==> config.mk <==
export PLATFORM = sky130hd
export DESIGN_NAME = limb_ram
export DESIGN_NICKNAME = d
export VERILOG_FILES = /design/src/rtl/limb_ram_pkg.sv /design/src/rtl/limb_skid_buf.sv /design/src/rtl/limb_ram.sv
export SDC_FILE = /design/constraint.sdc
export NUM_CORES = 2
export LEC_CHECK = 0
export CAP_MARGIN = 20
export CORE_ASPECT_RATIO = 0.5
export CORE_MARGIN = 2
export CORE_UTILIZATION = 56
export CTS_BUF_LIST = sky130_fd_sc_hd__clkbuf_16
export CTS_CLUSTER_SIZE = 24
export DETAILED_ROUTE_END_ITERATION = 6
export PLACE_DENSITY = 0.74
export SKIP_LAST_GASP = 1
export SYNTH_ARGS = -nofsm -noshare
export SYNTH_HDL_FRONTEND = slang
export SYNTH_SLANG_ARGS = --single-unit
==> constraint.sdc <==
create_clock -name clock -period 4.8 [get_ports clock]
set_input_delay 0.72 -clock clock [delete_from_list [all_inputs] [get_ports clock]]
set_output_delay 0.72 -clock clock [all_outputs]
set_load 0.005 [all_outputs]
==> src/rtl/limb_ram_pkg.sv <==
// limb_ram_pkg: shared burst FSM state type and default limb geometry for limb_ram
package limb_ram_pkg;
  typedef enum logic [1:0] {IDLE, RUN, DRAIN} burst_state_e;
  localparam int DEF_DATA_W = 64;
  localparam int DEF_DEPTH  = 32;
endpackage

==> src/rtl/limb_skid_buf.sv <==
// limb_skid_buf: 2-entry in-order valid/ready buffer, emptied by reset
module limb_skid_buf #(
  parameter int W = 65
) (
  input  logic         clk,
  input  logic         rst,
  input  logic         in_valid,
  output logic         in_ready,
  input  logic [W-1:0] in_data,
  output logic         out_valid,
  input  logic         out_ready,
  output logic [W-1:0] out_data
);
  logic [1:0]   cnt_q, cnt_d;
  logic [W-1:0] e0_q, e0_d, e1_q, e1_d;
  logic         push, pop;
  assign in_ready  = cnt_q != 2'd2;
  assign out_valid = cnt_q != 2'd0;
  assign out_data  = e0_q;
  always_comb begin
    push  = in_valid && in_ready;
    pop   = out_valid && out_ready;
    cnt_d = cnt_q + {1'b0, push} - {1'b0, pop};
    e0_d  = (pop && cnt_q == 2'd2) ? e1_q :
            (push && (cnt_q == 2'd0 || (pop && cnt_q == 2'd1))) ? in_data : e0_q;
    e1_d  = (push && cnt_q == 2'd1 && !pop) ? in_data : e1_q;
  end
  always_ff @(posedge clk) begin
    if (rst) begin
      cnt_q <= '0;
      e0_q  <= '0;
      e1_q  <= '0;
    end else begin
      cnt_q <= cnt_d;
      e0_q  <= e0_d;
      e1_q  <= e1_d;
    end
  end
endmodule

==> src/rtl/limb_ram.sv <==
// limb_ram: limb store with random read and wrapping burst stream; LIMB_RAM_BYPASS_EN selects write-first reads
module limb_ram
  import limb_ram_pkg::*;
#(
  parameter int DATA_W = DEF_DATA_W,
  parameter int DEPTH  = DEF_DEPTH,
  parameter int ADDR_W = $clog2(DEPTH)
) (
  input  logic              clock,
  input  logic              reset,
  input  logic              wren,
  input  logic [ADDR_W-1:0] waddr,
  input  logic [DATA_W-1:0] data_in,
  input  logic              rden,
  input  logic [ADDR_W-1:0] raddr,
  output logic [DATA_W-1:0] data_out,
  output logic              rd_valid,
  input  logic              burst_start,
  input  logic [ADDR_W-1:0] burst_base,
  input  logic [ADDR_W:0]   burst_len,
  output logic              busy,
  output logic              out_valid,
  input  logic              out_ready,
  output logic [DATA_W-1:0] out_data,
  output logic              out_last
);
  localparam logic [ADDR_W:0] MAX_LEN = (ADDR_W+1)'(DEPTH);
  logic [DATA_W-1:0] mem [DEPTH];
  logic [DATA_W-1:0] rd_word, fetch_word, data_out_q, data_out_d;
  logic              rd_valid_q;
  logic [ADDR_W-1:0] ptr_q, ptr_d;
  logic [ADDR_W:0]   rem_q, rem_d;
  burst_state_e      state_q, state_d;
  logic              fetch, skid_ready, len_ok;
`ifdef LIMB_RAM_BYPASS_EN
  assign rd_word    = (wren && waddr == raddr) ? data_in : mem[raddr];
  assign fetch_word = (wren && waddr == ptr_q) ? data_in : mem[ptr_q];
`else
  assign rd_word    = mem[raddr];
  assign fetch_word = mem[ptr_q];
`endif
  always_ff @(posedge clock) begin
    if (wren) mem[waddr] <= data_in;
  end
  assign data_out_d = rden ? rd_word : data_out_q;
  assign data_out   = data_out_q;
  assign rd_valid   = rd_valid_q;
  assign busy       = state_q != IDLE;
  assign len_ok     = burst_len != '0 && burst_len <= MAX_LEN;
  // Random reads own the single read port; the burst only fetches on idle cycles.
  assign fetch      = state_q == RUN && !rden && skid_ready;
  always_comb begin
    state_d = state_q;
    ptr_d   = ptr_q;
    rem_d   = rem_q;
    unique case (state_q)
      IDLE: if (burst_start && len_ok) begin
        state_d = RUN;
        ptr_d   = burst_base;
        rem_d   = burst_len;
      end
      RUN: if (fetch) begin
        ptr_d   = ptr_q + ADDR_W'(1);
        rem_d   = rem_q - (ADDR_W+1)'(1);
        state_d = rem_q == (ADDR_W+1)'(1) ? DRAIN : RUN;
      end
      DRAIN: if (out_valid && out_ready && out_last) state_d = IDLE;
      default: state_d = IDLE;
    endcase
  end
  always_ff @(posedge clock) begin
    if (reset) begin
      state_q    <= IDLE;
      ptr_q      <= '0;
      rem_q      <= '0;
      data_out_q <= '0;
      rd_valid_q <= 1'b0;
    end else begin
      state_q    <= state_d;
      ptr_q      <= ptr_d;
      rem_q      <= rem_d;
      data_out_q <= data_out_d;
      rd_valid_q <= rden;
    end
  end
  limb_skid_buf #(.W(DATA_W + 1)) u_skid (
    .clk       (clock),
    .rst       (reset),
    .in_valid  (fetch),
    .in_ready  (skid_ready),
    .in_data   ({rem_q == (ADDR_W+1)'(1), fetch_word}),
    .out_valid (out_valid),
    .out_ready (out_ready),
    .out_data  ({out_last, out_data})
  );
endmodule

After elaboration in Yosys (flattened, before gate mapping) --
Memories as Yosys holds them, arrays and structs flattened. A register that Yosys moved wholly into a read port is not among the register bits. Index checks and enable logic that the tools add are counted.
Storage, ports and cells: register bits after elaboration 146, RAM bits 2048, output and inout port bits 132, memories kept 1, input port bits 91
Memories:
- mem | words 32, bits a word 64, read ports 2, clocked after Yosys merged registers in 2, wr ports 1, RTL line limb_ram.sv:28 | logic [DATA_W-1:0] mem [DEPTH];
Operators by class: add/subtract/negate cells 4, magnitude comparators 1, reductions and logical operators 24, equal/unequal tests 9, multiplexer cells 17
Operators by type and width (number):
- $mux 65 | 2
- $mux 5 | 4
- $logic_and 1x1->1 | 12
- $mux 6 | 2
- $pmux 6 s2 | 1
- $pmux 5 s2 | 1
- $mux 2 | 4
- $reduce_bool 2->1 | 4
- $eq 6x1->1 const B | 1
- $le 6x6->1 const B | 1
- $ne 2x2->1 const B | 3
- $pmux 2 s3 | 1
- $reduce_and 3->1 | 2
- $reduce_bool 6->1 | 1
- $sub 6x1->6 const B | 1
- $add 5x1->5 const B | 1
- $eq 2x1->1 const B | 2
- $eq 2x2->1 const B | 2
- $logic_not 2->1 | 2
- $add 2x1->2 | 1
- $logic_not 1->1 | 2
- $mux 1 | 2
- $ne 2x1->1 const B | 1
- $sub 2x1->2 | 1
- $logic_or 1x1->1 | 1

Longest topological paths before layout --
depth after elaboration 7, depth in mapped cells 10, mapped depth without buffers 8

Hierarchy --
From an unflattened synthesis, not the netlist that was laid out.
Unflattened totals: cells, all modules 5389, area, all modules 102256.8 µm²
Modules (own cells, without submodules):
- limb_ram | area each 97025.6 µm², cells each 4785, seq. area each 63160.6 µm², instances 1
- limb_skid_buf | area each 5231.3 µm², cells each 604, seq. area each 2642.5 µm², instances 1

Worst setup path after synthesis --
No wires, ideal clock.
path type input-to-reg, start input port waddr[1], end memory mem[12][0] in the netlist's numbering, enable pin, data required time 4.314 ns, setup slack 0.258 ns, arrival time 4.056 ns, path buffers 1, setup time 0.486 ns, stages 3, cells stage by stage or3b_2 -> clkbuf_1 -> nor2_1
RTL lines:
- from (decl) | RTL line limb_ram.sv:12 | input logic [ADDR_W-1:0] waddr,
- to (decl) | RTL line limb_ram.sv:28
Straight into the memory's write port.

==> flow_summary.toml <==
[critical_path]
crit_path_end_kind = "flop"
path_depth = 7
required_ns = 5.46
r2r_slack_ns = 1.35
cp_max_fo = 51
worst-r2r-cell-count = 7
cp.arrival_ns = 4.11
cpLargestDelayFamily = "buffers and inverters"
crit_chain = "buf_4 -> buf_4 -> mux4_2 -> and2_1 -> o32ai_1 -> a32o_1 -> o22ai_1"
criticalPathCategory = "flop to flop"
path_buf_inv = 2
start_kind = "flop"
crit_slowest_cell = "dfxtp_4"
r2r_end = "u_skid.e1_q[31]$_SDFFE_PP0P_"
critPathMostFrequentCell = "buf_4"
max_stage_delay_ns = 0.78

[die]
start_util = 0.5636
die_w_um = 611.2
rows = 111
fp.dieArea_um2 = 188000
ios = 223
core-area_um2 = 183200
dieHeight_um = 307.6

[min_path]
min-delay-start = "reset"
hp-class = "input port to flop"
hold_path_depth = 2
hold_path_end = "ptr_q[4]$_SDFFE_PP0P_"

[timing]
slew_violations = 0
period_minus_slack_ns = 3.454
finalSetupViolations = 0
clock_skew_ns = 0.03538
rsz0062_at_grt = "false"
fin_crit_sh = 0.7195
worst_slew_pin_slew_ns = 1.242
final_hold_viol_count = 0
maxSlewHeadroom = 0.1720
whs_ns = 0.4311
fmax_mhz = 289.6
fin_setup_tns_ns = 0

[synth]
synth.avg_cell_area_um2 = 18.40
synthesis.instances = 5612
synth-edff-count = 2048
synth_seq_cells = 2263
synth_top_area_share = 0.5957
yosysTopAreaCell = "edfxtp_1"
synth_most_common_cell = "edfxtp_1"
ys_seq_area_frac = 0.6373
synthArstFlopShare = 0
synth_area_um2 = 103200
synthAdderAreaFrac = 0.0006059
synth_compound_area_frac = 0.06122
synthSimpleGateAreaFrac = 0.02730
synth-main-ff-cell = "edfxtp_1"
synthXorXnorAreaFrac = 0.0001697
synthesis.nets = 5708
synth_top_family_by_area = "multiplexers"
muxShareOfSynthArea = 0.2485
synth.distinct_cells = 70
synthTopCellsByCount = "2048 x edfxtp_1, 900 x mux4_2, 488 x mux2i_1"
synth_area_leaders = "edfxtp_1 60%, mux4_2 20%, mux2i_1 4.7%"
yosys_warnings = 0

[drt]
drt-total-wl_um = 322700
wl_met3_um = 47300
wl_met2_um = 147100
num_vias = 63290
wl_met1_um = 112600
drc = 11
top_layer = "met4"
via_per_inst = 7.542
drt_iter0_drc = 10410
drtPass1Iterations = 7
ant_nets = 0
wl_per_cell_um = 38.45

[clock_network]
cts_setup_buffers = 0
clkLatencyLatePin_ns = 0.85
cts_resized = 0
cts_root_buf = "clkbuf_16"
clkSlewWorstSetupHoldPaths_ns = 0.07
cts_tree = "done"
cts_max_level = 4
clockBufferDepth = 4
hold_buffers = 0
clock_sinks = 2263
numCtsBuffers = 203

[pwr]
p_per_area_nw_per_um2 = 382.8
ir_drop_v = 0.0002871
internal_power_w = 0.03314
p_seq_frac = 0.499
p_clk_frac = 0.360
leakage_nw = 36.31
p_sw_w = 0.01124
swShare = 0.2533
combinationalPowerShare = 0.141

[grt]
grt_antenna_before_repair = 13
grt_pass1_vias = 63640
grt_pass1_wl_um = 457300
overflow = 0
grt_usage = 0.3414
grt_max_degree = 127

[run_status]
status = "finished, violations left"
violations = "design-rule violations"

[placement]
io_buffers = 222
placed_cells = 7987
routabilityCongestion = 0.8736
dpl.hpwl_um = 181300
place_area_um2 = 109000

[finish]
utilization = 0.6329
fillers = 12170
seqCellArea_um2 = 65820
finalNetCount = 5884
multi_input_area_um2 = 35220
fin_area_um2 = 115900
drive_above_1_share = 0.2541
final_cell_count_no_fill = 8391
area_growth_pct = 12.29

[job]
cap_violations = 0
logic make-up (layout without fill, tap and decap cells):
kind of cell,Yosys count,in the layout
compound gates,856,856
xor+xnor,2,2
fa+ha+maj,5,5
buf+inv,487,826
flops,2263,2263
mux,1433,1433
other cells,0,11
simple gates,566,566
cells in the final DEF (no fill, tap or decap), types with 78 or more instances in the layout:
cell / instances
buf_12: 89
mux4_2: 900
nor2_1: 106
buf_4: 113
dfxtp_1: 210
clkdlybuf4s50_1: 215
mux2i_1: 488
clkbuf_16: 218
a211oi_1: 173
nor2b_1: 101
nand2_1: 165
a22oi_1: 114
a211o_1: 78
o22ai_1: 169
edfxtp_1: 2048
per-layer routing:
layer | track usage | up-vias
met4 | 0.1527 | 0
met1 | 0.4648 | 32680
li1 | - | 24240
met2 | 0.5192 | 5428
met5 | 0 | -
met3 | 0.09590 | 944
state kept, by name (all words and copies together), names as in the netlist, named ones only:
signal / cells
data_out: 64
mem: 2048
ptr_q: 5
rd_valid: 1
rem_q: 6
state_q: 2
u_skid.cnt_q: 2
u_skid.e1_q: 65
u_skid.out_data: 65
power by group through the flow:
| stage | clock network (W) | registers [W] | logic [W] |
|---|---|---|---|
| after global placement | 0 | 0.0226 | 0.00588 |
| final | 0.0160 | 0.0222 | 0.00624 |
| after floorplan | 0 | 0.0224 | 0.00386 |
| after detailed placement | 0 | 0.0226 | 0.00600 |
| after CTS | 0.0160 | 0.0222 | 0.00603 |
| after global routing | 0.0168 | 0.0222 | 0.00646 |
how the worst max path moves through the flow:
stage               slack, ns                    start                          endpoint
finish                   1.35                     flop      u_skid.e1_q[31]$_SDFFE_PP0P_
global route             1.27                     flop      u_skid.e1_q[31]$_SDFFE_PP0P_
CTS                      1.38  state_q[1]$_SDFFE_PP0P_   u_skid.out_data[8]$_SDFFE_PP0P_
detailed placement       1.21                out_ready  u_skid.out_data[44]$_SDFFE_PP0P_
global placement         0.99                out_ready  u_skid.out_data[48]$_SDFFE_PP0P_
floorplan                0.26                 waddr[1]              mem[12][0]$_DFFE_PP_
final cells by class:
| cell class | count | share of cell area |
|---|---|---|
| diodes | 11 | 0.0002374 |
| clock buffers | 209 | 0.04511 |
| clock inverters | 159 | 0.009551 |
| inverters | 11 | 0.0003885 |
| multi-input cells | 2862 | 0.3038 |
| flip-flops and latches | 2263 | 0.5677 |
| well taps | 2429 | 0.02621 |
| repair buffers | 447 | 0.04699 |
metrics by stage:
| stage | worst slack, ns | power [W] |
|---|---|---|
| after global routing | 1.269 | 0.04539 |
| final | 1.346 | 0.04438 |
| after floorplan | 0.2578 | 0.02625 |
| after CTS | 1.382 | 0.04419 |
| after detailed placement | 1.206 | 0.02858 |
| after global placement | 0.9874 | 0.02844 |
Note: power is estimated with default switching activity, not from simulation.
